**config.mk**
```make
export PLATFORM = sky130hd
export DESIGN_NAME = wptr_level
export DESIGN_NICKNAME = d
export VERILOG_FILES = /design/src/rtl/fifo_pkg.sv /design/src/rtl/gray2bin.sv /design/src/rtl/wptr_level.sv
export SDC_FILE = /design/constraint.sdc
export NUM_CORES = 1
export LEC_CHECK = 0
export CAP_MARGIN = 10
export CORE_MARGIN = 2
export CORE_UTILIZATION = 45
export CTS_CLUSTER_DIAMETER = 120
export DETAILED_ROUTE_END_ITERATION = 7
export GPL_ROUTABILITY_DRIVEN = 0
export PLACE_DENSITY = 0.75
export SYNTH_ARGS = -nofsm -noshare
export SYNTH_HDL_FRONTEND = slang
export SYNTH_SLANG_ARGS = --single-unit
```
**constraint.sdc**
```tcl
create_clock -name wclk -period 6.9 [get_ports wclk]
set_input_delay 2.07 -clock wclk [delete_from_list [all_inputs] [get_ports wclk]]
set_output_delay 2.07 -clock wclk [all_outputs]
set_load 0.01 [all_outputs]
```
**src/rtl/fifo_pkg.sv**
```systemverilog
// Shared types and helpers for the async FIFO pointer blocks.
package fifo_pkg;

    localparam int unsigned GRAY_MAX = 32;

    typedef enum logic [1:0] {IDLE, WAIT, GRANT} wlvl_state_t;

    // Gray->binary prefix XOR over the low 'width' bits; higher bits read as 0.
    function automatic logic [GRAY_MAX-1:0] gray2bin_f(input logic [GRAY_MAX-1:0] gray,
                                                       input int unsigned width);
        logic [GRAY_MAX-1:0] g;
        logic [GRAY_MAX-1:0] bin;
        for (int unsigned j = 0; j < GRAY_MAX; j++) begin
            g[j] = (j < width) ? gray[j] : 1'b0;
        end
        bin[GRAY_MAX-1] = g[GRAY_MAX-1];
        for (int i = GRAY_MAX - 2; i >= 0; i--) begin
            bin[i] = bin[i+1] ^ g[i];
        end
        return bin;
    endfunction

endpackage

```
**src/rtl/gray2bin.sv**
```systemverilog
// Combinational Gray-to-binary decoder of configurable width.
module gray2bin
    import fifo_pkg::*;
#(
    parameter int unsigned WIDTH = 5
) (
    input  logic [WIDTH-1:0] gray,
    output logic [WIDTH-1:0] bin_c
);

    assign bin_c = WIDTH'(gray2bin_f(GRAY_MAX'(gray), WIDTH));

endmodule

```
**src/rtl/wptr_level.sv**
```systemverilog
// Write-domain fill level, almost-full flag and burst-space grant for the async FIFO.
// Optional high-watermark tracking is enabled by defining WLEVEL_HWM_EN.
module wptr_level
    import fifo_pkg::*;
#(
    parameter int unsigned ADDRSIZE  = 4,
    parameter int unsigned AF_THRESH = 12
) (
    input  logic              wclk,
    input  logic              wrst_n,
    input  logic [ADDRSIZE:0] rptr,
    input  logic [ADDRSIZE:0] wptr,
    input  logic              wreq,
    input  logic [ADDRSIZE:0] wreq_len,
    output logic              wgnt,
    output logic              wgnt_err,
    output logic [ADDRSIZE:0] wlevel,
    output logic              walmost_full,
    output logic [ADDRSIZE:0] whwm,
    input  logic              whwm_clr
);

    localparam int unsigned PW    = ADDRSIZE + 1;
    localparam int unsigned DEPTH = 1 << ADDRSIZE;

    logic [PW-1:0] wq1_rptr;
    logic [PW-1:0] wq2_rptr;
    logic [PW-1:0] rbin;
    logic [PW-1:0] wbin;
    logic [PW-1:0] level_next;
    logic [PW-1:0] space_c;
    logic [PW-1:0] len_q;
    logic [PW-1:0] len_next;
    logic          len_legal_c;
    logic          gnt_next;
    logic          err_next;
    wlvl_state_t   state;
    wlvl_state_t   state_next;

    // Two-flop synchronizer bringing the read pointer into wclk.
    always_ff @(posedge wclk or negedge wrst_n) begin
        if (!wrst_n) begin
            wq1_rptr <= '0;
            wq2_rptr <= '0;
        end else begin
            wq1_rptr <= rptr;
            wq2_rptr <= wq1_rptr;
        end
    end

    gray2bin #(.WIDTH(PW)) u_rptr_dec (.gray(wq2_rptr), .bin_c(rbin));
    gray2bin #(.WIDTH(PW)) u_wptr_dec (.gray(wptr),     .bin_c(wbin));

    // Modular subtraction; the lap bit makes wrap-around come out right.
    assign level_next = wbin - rbin;

    always_ff @(posedge wclk or negedge wrst_n) begin
        if (!wrst_n) begin
            wlevel       <= '0;
            walmost_full <= 1'b0;
        end else begin
            wlevel       <= level_next;
            walmost_full <= (level_next >= PW'(AF_THRESH));
        end
    end

    // Space is derived from the lagging read pointer, so it can only under-report.
    assign space_c     = PW'(DEPTH) - wlevel;
    assign len_legal_c = (wreq_len != '0) && (wreq_len <= PW'(DEPTH));

    always_ff @(posedge wclk or negedge wrst_n) begin
        if (!wrst_n) begin
            state    <= IDLE;
            len_q    <= '0;
            wgnt     <= 1'b0;
            wgnt_err <= 1'b0;
        end else begin
            state    <= state_next;
            len_q    <= len_next;
            wgnt     <= gnt_next;
            wgnt_err <= err_next;
        end
    end

    always_comb begin
        state_next = state;
        len_next   = len_q;
        gnt_next   = 1'b0;
        err_next   = 1'b0;
        case (state)
            IDLE: begin
                if (wreq) begin
                    if (len_legal_c) begin
                        len_next   = wreq_len;
                        state_next = WAIT;
                    end else begin
                        err_next = 1'b1;
                    end
                end
            end
            WAIT: begin
                if (!wreq) begin
                    state_next = IDLE;
                end else if (space_c >= len_q) begin
                    state_next = GRANT;
                    gnt_next   = 1'b1;
                end
            end
            GRANT:   state_next = IDLE;
            default: state_next = IDLE;
        endcase
    end

`ifdef WLEVEL_HWM_EN
    // Clear reloads with the current level and wins over the running max.
    always_ff @(posedge wclk or negedge wrst_n) begin
        if (!wrst_n) begin
            whwm <= '0;
        end else if (whwm_clr) begin
            whwm <= wlevel;
        end else if (level_next > whwm) begin
            whwm <= level_next;
        end
    end
`else
    logic unused_whwm_clr;
    assign unused_whwm_clr = whwm_clr;
    assign whwm            = '0;
`endif

endmodule

```
* After elaboration in Yosys (flattened, before gate mapping) *
Index checks and enable logic that the tools add are counted.

storage, ports and cells
  output and inout port bits = 13
  word-level logic and storage cells = 41
  register bits after elaboration = 25
  bits of input ports = 19

operators by class
  equal/unequal tests = 4
  bitwise operators = 8
  multiplexer cells = 11
  add/subtract/negate cells = 2
  order comparisons = 3
  reductions and logical operators = 5

operator list
  cell                                                  number
  2-to-1 mux 2 bit                                      4
  bitwise XOR 1 bit                                     8
  2-to-1 mux 1 bit                                      6
  AND reduction 3 bit                                   2
  >= comparator 5 x 4 -> 1 bit (second input constant)  1
  >= comparator 5 bit                                   1
  <= comparator 5 bit (second input constant)           1
  nonzero test 5 bit                                    1
  subtractor 5 bit                                      1
  subtractor 5 bit (first input constant)               1
  != test 2 bit (second input constant)                 2
  one-hot mux 2 bit (2 select lines)                    1
  != test 3 bit (second input constant)                 1
  == test 2 x 1 -> 1 bit (second input constant)        1
  zero test 2 bit                                       1
  logical AND 1 bit                                     1

* Depth between registers and ports, before layout *
  depth in word-level cells = 6
  gate-level depth with buffers = 11
  gate-level depth less buffers = 11

* Modules after synthesis *
From an unflattened synthesis, not the netlist that was laid out.

unflattened totals
  cell total of the unflattened synthesis = 108
  area, all modules = 1287.5 µm²

modules (own cells, without submodules)
  module      times used  area an instance (µm²)  sequential area each (µm²)  cells each
  wptr_level  1           1142.3                  625.6                       96
  gray2bin    2           72.6                    0.0                         6

* Worst setup path before layout *
No wires, ideal clock.

  kind = input-to-reg
  start = input wptr[4]
  end = register walmost_full
  data arrival time = 4.033 ns
  library setup time = 0.118 ns
  required time = 6.782 ns
  slack = 2.749 ns
  path buffers = 0
  stages = 11
  cell sequence = xor2_2 > xor2_2 > xor2_2 > xnor2_1 > ha_1 > inv_1 > fa_1 > a21o_1 > a21oi_1 > xnor2_1 > a21o_1

between the ends
  longest elaborated chain between the ends = 6

RTL lines
  item                              RTL line          text
  from (decl)                       wptr_level.sv:12  input logic [ADDRSIZE:0] wptr,
  bitwise XOR 1 bit (4 in a row)    fifo_pkg.sv:18    bin[i] = bin[i+1] ^ g[i];
  subtractor 5 bit (*)              wptr_level.sv:55  assign level_next = wbin - rbin;
  net level_next[4]                 wptr_level.sv:30  logic [PW-1:0] level_next;
  >= comparator 5 x 4 -> 1 bit (*)  wptr_level.sv:63  walmost_full <= (level_next >= PW'(AF_THRESH));
  to (signal assigned)              wptr_level.sv:63
  to (decl)                         wptr_level.sv:18  output logic walmost_full,

Mark *: on every way through the listed nets, which the timed path passes. The rest lies on a longest branch.
A chain may end at the register's enable or synchronous reset.

* Worst setup path after layout *
Ends and elaborated chain as after synthesis.

==> results.ini <==
[synthesis]
yosys.area_share.simple=0.0668
yosysSeqAreaShare=0.514
netlist_instances=97
synth_top_cell_by_area=dfrtp_1
synth.cell_area_sq_um=1220
ys.warnings.count=0
synthTopCellsByArea=dfrtp_1 (51%), ha_1 (10%), xnor2_1 (5.8%)
synth_edf_count=0
synth_seq_cells=25
async_reset_ff_frac=1.00
synth_xor_area_frac=0.140
synth_top_family_by_area=XOR/XNOR gates
synth_compound_area_frac=0.0617
synth.area.mux_share=0.0370
synth_top_area_share=0.514
synth.most_common_cell=dfrtp_1
yosys.area_share.adder=0.119
synthTopCellsByCount=dfrtp_1 (25), ha_1 (10), inv_1 (9), xnor2_1 (8)
avgSynthCellArea_sq_um=12.6
synth_cell_types=27
synth_flop_cell=dfrtp_1

[layout]
drive_gt1_frac=0.0960
fin_util=0.598
nNetsFinal=156
instances_no_fill=155
areaGrowthSynthToFinish_pct=23.9
design_area_sq_um=1510
diodes=0

[critical_path]
reg2regPathDepth=11
r2r_setup_slack_ns=4.12
startpoint_type=primary input
reg2reg_from=wq2_rptr[4]$_DFF_PN0_
r2r_end=walmost_full$_DFF_PN0_
path_class=in2reg
cp-startpoint=wptr[4]
cp.required_ns=7.10
cp_max_fo=3
arrival_ns=4.72
worstSetupEndpointType=flip-flop

[timing]
setup_viol=0
rsz0062_at_grt=no
max_slew_margin=0.313
drv_slew=0
fmax_ghz=0.221
finClkSkew_ns=0.00476
layout_min_cycle_time_ns=4.52
hold_viol=0
worst_pin_slew_ns=1.03
tns_ns=0
layout_worst_path_cycle_share=0.655

[hold_path]
hold_class=reg2reg
hold_start=wq1_rptr[3]$_DFF_PN0_
hold_depth=0
hold_end=wq2_rptr[3]$_DFF_PN0_

[drt]
vias=743
wl_mm=1.62
drcViolationCount=0
dr.pass1.iters=4
postRouteAntennaNets=0
drtIter0Drc=10
routed_via_density=4.79
wl_per_cell_um=10.5

[floorplan]
dieWidth_um=56.0
num_rows=18
pin_count=32
dieArea_sq_um=3140
initial_core_util=0.483
die_y_um=56.0
coreArea_sq_um=2520

[place]
place_hpwl_mm=1.39
portBuffers=25
placed_area_sq_um=1480
dp.cells=151

[run]
drv_cap=0

[cts]
cts_tree=built
root_buffer=clkbuf_4
path_clk_slew_ns=0.12
post_cts_buffers=0
clock_sinks=25
ctsHtreeMaxLevel=1
hold_buffers=0
max-clock-path-buffers=2
clk-insertion-delay-late_ns=0.30
post_cts_resized=0
numCtsBuffers=3

[global_routing]
grt_usage=0.112
first_global_vias=690
antenna_found_initial=0
grt_pass1_wl_mm=2.86
grt_max_degree=26
grt_overflow=0

[power]
irDropWorstVdd_v=0.000202
fin_total_pwr_mw=0.517
p_leak_nw=0.678
power_density_nw_per_um2=343

[status]
outcome=finished clean

==> area by class of cell <==
class                   instances  area [sq um]
flip-flops and latches         25           626
fillers                       236          1010
multi-input cells              62           536
inverters                       9          33.8
repair buffers                 25           250
clock buffers                   4          26.3
well taps                      30          37.5
==> registers in the layout (all words and copies together), names as in the netlist <==
| name | flops |
|---|---|
| len_q | 5 |
| walmost_full | 1 |
| wq2_rptr | 5 |
| state | 2 |
| wq1_rptr | 5 |
| wgnt | 1 |
| wgnt_err | 1 |
| wlevel | 5 |
==> worst max-delay path: stages <==
cell	delay, ns
clkdlybuf4s50_1	0.54
xor2_2	0.22
xor2_2	0.22
xor2_2	0.25
xnor2_1	0.16
ha_1	0.18
inv_1	0.05
fa_1	0.40
a21o_1	0.19
a21oi_1	0.17
xnor2_1	0.11
a21o_1	0.16
==> worst max path at each step <==
| stage | cells past startpoint | endpoint |
|---|---|---|
| after floorplan | 11 | walmost_full$_DFF_PN0_ |
| after global placement | 12 | walmost_full$_DFF_PN0_ |
| after detailed placement | 12 | walmost_full$_DFF_PN0_ |
| after CTS | 12 | walmost_full$_DFF_PN0_ |
| after global routing | 12 | walmost_full$_DFF_PN0_ |
| final | 12 | walmost_full$_DFF_PN0_ |
==> report_power, final <==
group	internal, mW	switching [mW]	total (mW)	leakage (nW)
clock network	0.0225	0.0386	0.0611	0.0150
logic	0.130	0.112	0.243	0.365
registers	0.188	0.0253	0.214	0.298
==> metal layers <==
metal	GRT usage	up-vias	share of wire	wire (um)
li1	-	365	-	-
met1	0.138	351	0.43	701
met2	0.198	25	0.50	810
met3	0.0233	2	0.060	97
met4	0.0306	0	0.0080	13
met5	0	-	0	0
==> per-stage QoR <==
step / hold slack, ns / worst slack (ns)
floorplan: 0.331 / 2.75
global placement: 0.332 / 2.07
detailed placement: 0.335 / 2.03
CTS: 0.363 / 2.35
global route: 0.369 / 2.22
finish: 0.360 / 2.38
==> cells in the final DEF, fill, tap and decap left out <==
cell type        synthesis  layout
dfrtp_1                 25      25
mux2_2                   2       2
nand2_1                  2       2
nor2b_1                  2       2
or3b_2                   1       1
a21o_1                   2       2
xnor2_2                  1       1
nor3_1                   1       1
conb_1                   1       5
nand2b_1                 1       1
a211oi_1                 1       1
nor4_2                   1       1
mux2_1                   2       2
clkbuf_1                 0       1
clkbuf_4                 0       3
fa_1                     1       1
xnor2_1                  8       8
a21oi_1                  4       4
xor2_1                   4       4
nor2_1                   2       2
o211ai_1                 1       1
clkdlybuf4s50_1          0      25
nand3b_1                 1       1
xor2_2                   3       3
ha_1                    10      10
o21ai_0                  5       5
nand2_2                  1       1
inv_1                    9       9
nor3b_1                  1       1
==> kinds of logic after synthesis <==
family,count (synthesis)
xor+xnor,16
fa+ha+maj,11
simple gates,13
flops,25
other cells,1
buf+inv,14
mux,4
compound gates,13
No activity file was read; power rests on OpenSTA's default activity.
==> RTL edit 1: new RTL, config.mk and constraints unchanged <==
Change the parameter `ADDRSIZE` from 4 to 3.
--- a/src/rtl/wptr_level.sv
+++ b/src/rtl/wptr_level.sv
@@ -3,7 +3,7 @@
 module wptr_level
     import fifo_pkg::*;
 #(
-    parameter int unsigned ADDRSIZE  = 4,
+    parameter int unsigned ADDRSIZE  = 3,
     parameter int unsigned AF_THRESH = 12
 ) (
     input  logic              wclk,
Interface: changed (5 resized); port bits go from 32 to 27. The function was not compared with the original's and may differ.
==> RTL edit 1 against the unedited design <==
  * First-iteration DRC count decreased by 80%
  * Sequential share of layout area increased by 0.17 points
  * Count of clock-buffer cells in the layout decreased by 1
  * Non-clock buffer count decreased by 4
  * Sequential cell count decreased by 4
  * Synthesized cell count decreased by 12%
  * Die area decreased by 16%
  * Design area decreased by 16%
  * Wire length decreased by 4.0%
  * Clock skew increased by 0.0015 ns
  * Total power decreased by 22%
  * Setup slack improved by 0.56 ns
  * Synthesized area decreased by 17%
  * Largest cell class unchanged
  * Highest routed layer unchanged
==> RTL edit 1: results (changes against the unedited design) <==
metric,value,unit,change
total track usage,0.1425,,+0.03030
final net count,135,,-13%
Fin Clk Skew,0.006278,ns,+0.001517 ns
DR vias,631,,-15%
vias in the first global route,657,,-4.8%
port buffer count,21,,-16%
antenna-violating nets left,0,,unchanged
Synth area leaders,"dfrtp_1, ha_1, xor2_1",,
maximum vdd ir drop,0.2056,mV,+2.0%
Synth top cells by count,"dfrtp_1, inv_1, ha_1, xor2_1",,
worst hold path class,register to register,,
layout cells sized above 1,0.07339,,-0.02261
Worst-Margin Slew,0.8937,ns,-0.1337 ns
drt total wl,1557,µm,-4.0%
"Distinct cells, synth",26,,-3.7%
"slowest stage delay, CP",0.45,ns,-0.09 ns
status,completed,,
GRT met2 Usage,0.2554,,+0.05709
first-pass GRT wire length,2704,µm,-5.3%
CTS H-tree lvls,1,,unchanged
"Seq/Total Area, Yosys",0.5211,,+0.007217
Initial DRC Count,2,,-8
Clock Pin Slew Worst Setup and Hold Paths,0.11,ns,
pin count of the biggest net entering global routing,22,,-15%
Worst EP arrival,4.18,ns,-0.54 ns
grt met1 use,0.1616,,+0.02346
met3 GRT Util,0.01754,,-0.005712
Pleak,0.0006053,µW,-11%
==> RTL edit 1: cell types whose count changed in the layout (fill, tap and decap cells not counted), moves of 3 or more <==
cell / unedited run / this run
clkdlybuf4s50_1: 25 / 21
dfrtp_1: 25 / 21
xnor2_1: 8 / 4
xor2_2: 3 / 0
==> RTL edit 1: path summary, 6_finish.rpt <==
path	from	endpoint	slack, ns	cells after the start
max	wptr[3]	walmost_full	2.94	8
min	wq1_rptr[2]	wq2_rptr[2]	0.36	0
max reg2reg	wq2_rptr[3]	walmost_full	4.85	7
min reg2reg	wq1_rptr[2]	wq2_rptr[2]	0.36	0
max in group asynchronous	wrst_n	wq2_rptr[2]	4.09	1
min in group asynchronous	wrst_n	state[1]	2.26	1
==> RTL edit 1: final cells by class <==
type                    count  area (µm²)
inverters                  11       41.29
clock inverters             1       5.005
fillers                   199       907.1
repair buffers             21       210.2
clock buffers               3       22.52
well taps                  28       35.03
flip-flops and latches     21       525.5
multi-input cells          52       422.9
==> RTL edit 1: cell families after synthesis <==
kind of cell,Yosys count,synth area share
fa+ha+maj,9,0.1191
flops,21,0.5211
mux,3,0.03721
xor+xnor,11,0.1030
simple gates,16,0.09305
other cells,1,0.003719
buf+inv,15,0.07072
compound gates,9,0.05211
==> RTL edit 1: critical path, delay by kind of cell <==
kind / cells / cell delay (ns)
and+or+nand+nor: 1 / 0.17
adders and majority gates: 2 / 0.64
xor gates and xnor gates: 4 / 0.85
buffers and inverters: 1 / 0.45
==> RTL edit 1: per-layer routing <==
layer / routed length (µm) / vias up / part of all wire
li1: - / 316 / -
met1: 647 / 299 / 0.42
met2: 840 / 14 / 0.54
met3: 51 / 2 / 0.033
met4: 18 / 0 / 0.012
met5: 0 / - / 0
==> RTL edit 1: metrics by stage <==
step / std cells / util / instance area (µm²) / hold WS [ns] / worst slack (ns)
2_1_floorplan: 88 / - / 1020 / 0.3312 / 3.255
3_3_place_gp: 133 / 0.5692 / 1235 / 0.3329 / 2.658
3_5_place_dp: 133 / 0.5692 / 1235 / 0.3397 / 2.615
4_1_cts: 137 / 0.5819 / 1262 / 0.3651 / 2.925
5_1_grt: 137 / 0.5819 / 1262 / 0.3817 / 2.774
6_report: 137 / 0.5819 / 1262 / 0.3627 / 2.938
==> RTL edit 1: report_power, final <==
part           switching [µW]  total, µW  leakage, µW  internal (µW)
Sequential               19.5        174     0.000254            154
Clock                    35.0       56.5    0.0000177           21.6
Combinational            81.2        172     0.000333           91.0
Total                     136        402     0.000605            267
==> RTL edit 2: new RTL, same flow settings <==
Without the edit above. Encoding of `wlvl_state_t`: now one-hot (3 bits for 3 states).
--- a/src/rtl/fifo_pkg.sv
+++ b/src/rtl/fifo_pkg.sv
@@ -3,7 +3,7 @@
 
     localparam int unsigned GRAY_MAX = 32;
 
-    typedef enum logic [1:0] {IDLE, WAIT, GRANT} wlvl_state_t;
+    typedef enum logic [2:0] {IDLE = 3'b001, WAIT = 3'b010, GRANT = 3'b100} wlvl_state_t;
 
     // Gray->binary prefix XOR over the low 'width' bits; higher bits read as 0.
     function automatic logic [GRAY_MAX-1:0] gray2bin_f(input logic [GRAY_MAX-1:0] gray,
Check against the original RTL: no difference found for any inputs over 10 cycles, from zero or initial values and one cycle with wrst_n low; not proved beyond that.
==> RTL edit 2 against the unedited design <==
  * Clock power increased by 67%
  * Sequential cell count increased by 1
  * Synthesized area increased by 12%
  * Setup slack worse by 0.065 ns
  * Design area grew 14%
  * Wire length is 33% higher
  * Largest cell class unchanged
  * Critical endpoint unchanged
  * Fmax shrank 1.4%
  * Total power up 6.5%
  * Critical path type unchanged
==> RTL edit 2: results (changes against the unedited design) <==
metric,value,unit,change
status,completed,,
Avg Synthesized Cell Area,11.45,µm²,-8.8%
first-pass GRT wire length,3608,µm,+26%
hold path startpoint,wq1_rptr[1],,
Synth area leaders,"dfrtp_1, ha_1, xor2_2",,
maximum vdd ir drop,0.1349,mV,-33%
Placed Instances,174,,+15%
compound-cell area share of the yosys netlist,0.1093,,+0.04761
pin count of the biggest net entering global routing,27,,+3.8%
Fin Clk Skew,0.006269,ns,+0.001508 ns
post-synthesis adder-cell area fraction,0.1065,,-0.01270
Vias/cell,5.117,,+6.8%
xor and xnor area share after synthesis,0.1359,,-0.003869
layout cells sized above 1,0.1014,,+0.005351
Clock Pin Slew Worst Setup and Hold Paths,0.14,ns,+0.02 ns
drt total wl,2156,µm,+33%
Critical Path Source Type,input pin,,
Root Driver,clkbuf_4,,
"Seq/Total Area, Yosys",0.4784,,-0.03545
Synth top cells by count,"dfrtp_1, ha_1, inv_1, xnor2_1, nand2_1",,
post-DP HPWL,1707,µm,+23%
vias in the first global route,922,,+34%
"Distinct cells, synth",32,,+19%
worst-path maximum fanout,4,,+1
Pleak,0.0007589,µW,+12%
==> RTL edit 2: changes by cell type after synthesis, moves of 2 or more <==
cell     before  now
xor2_1        4    1
o31ai_1       0    2
a22oi_1       0    4
mux2_2        2    0
mux2_1        2    0
nand2_1       2    8
nor2_1        2    5
nor2b_1       2    7
xor2_2        3    5
==> RTL edit 2: metal layers <==
| metal | wire length (µm) | share of wire | vias up | track usage |
|---|---|---|---|---|
| met4 | 0 | 0 | 0 | 0.04545 |
| met5 | 0 | 0 | - | 0 |
| met1 | 834 | 0.39 | 443 | 0.1420 |
| met3 | 115 | 0.053 | 0 | 0.01965 |
| li1 | - | - | 445 | - |
| met2 | 1206 | 0.56 | 28 | 0.2746 |
==> RTL edit 2: worst max-delay path: stages <==
cell	delay [ns]
clkdlybuf4s50_1	0.53
xor2_2	0.22
xor2_2	0.23
xor2_2	0.27
xnor2_1	0.16
ha_1	0.16
inv_1	0.05
fa_1	0.43
a21o_1	0.20
a21oi_1	0.17
xnor2_1	0.11
a31o_2	0.22
==> RTL edit 2: where the power goes <==
| part | internal [µW] | switching (µW) | total [µW] |
|---|---|---|---|
| logic | 125 | 117 | 242 |
| registers | 184 | 22.6 | 206 |
| clock network | 58.7 | 43.6 | 102 |
==> RTL edit 2: area by class of cell <==
type,instances,area share
clock inverter,1,0.01753
tap,31,0.02264
sequential,26,0.3806
inverter,9,0.01972
multi-input combinational,82,0.3798
clock buffer,3,0.01315
timing repair buffer,27,0.1665
==> RTL edit 2: cell families (layout without fill, tap and decap cells) <==
kind of cell | count (synthesis) | after routing
AOI/OAI and AO/OA | 23 | 23
and+or+nand+nor | 27 | 27
other | 1 | 5
xor gates and xnor gates | 16 | 16
buffers and inverters | 15 | 40
DFF | 26 | 26
adders and majority gates | 11 | 11
==> RTL edit 2: final timing paths <==
check | end | slack, ns | cells past startpoint
max reg2reg | walmost_full | 4.15 | 11
min reg2reg | wq2_rptr[1] | 0.37 | 0
min | wq2_rptr[1] | 0.37 | 0
min in group asynchronous | len_q[0] | 2.06 | 1
max in group asynchronous | state[0] | 4.32 | 2
max | walmost_full | 2.31 | 12
==> RTL edit 2: through the flow <==
step	total power, µW	utilization	instance area (µm²)	setup slack, ns	hold WS [ns]
5_1_grt	598.8	0.6106	1713	2.130	0.3755
2_1_floorplan	368.0	-	1378	2.658	0.3312
4_1_cts	558.1	0.6008	1685	2.303	0.3719
6_report	550.9	0.6106	1713	2.315	0.3678
3_5_place_dp	452.4	0.5821	1633	1.955	0.3397
3_3_place_gp	442.8	0.5821	1633	1.970	0.3334
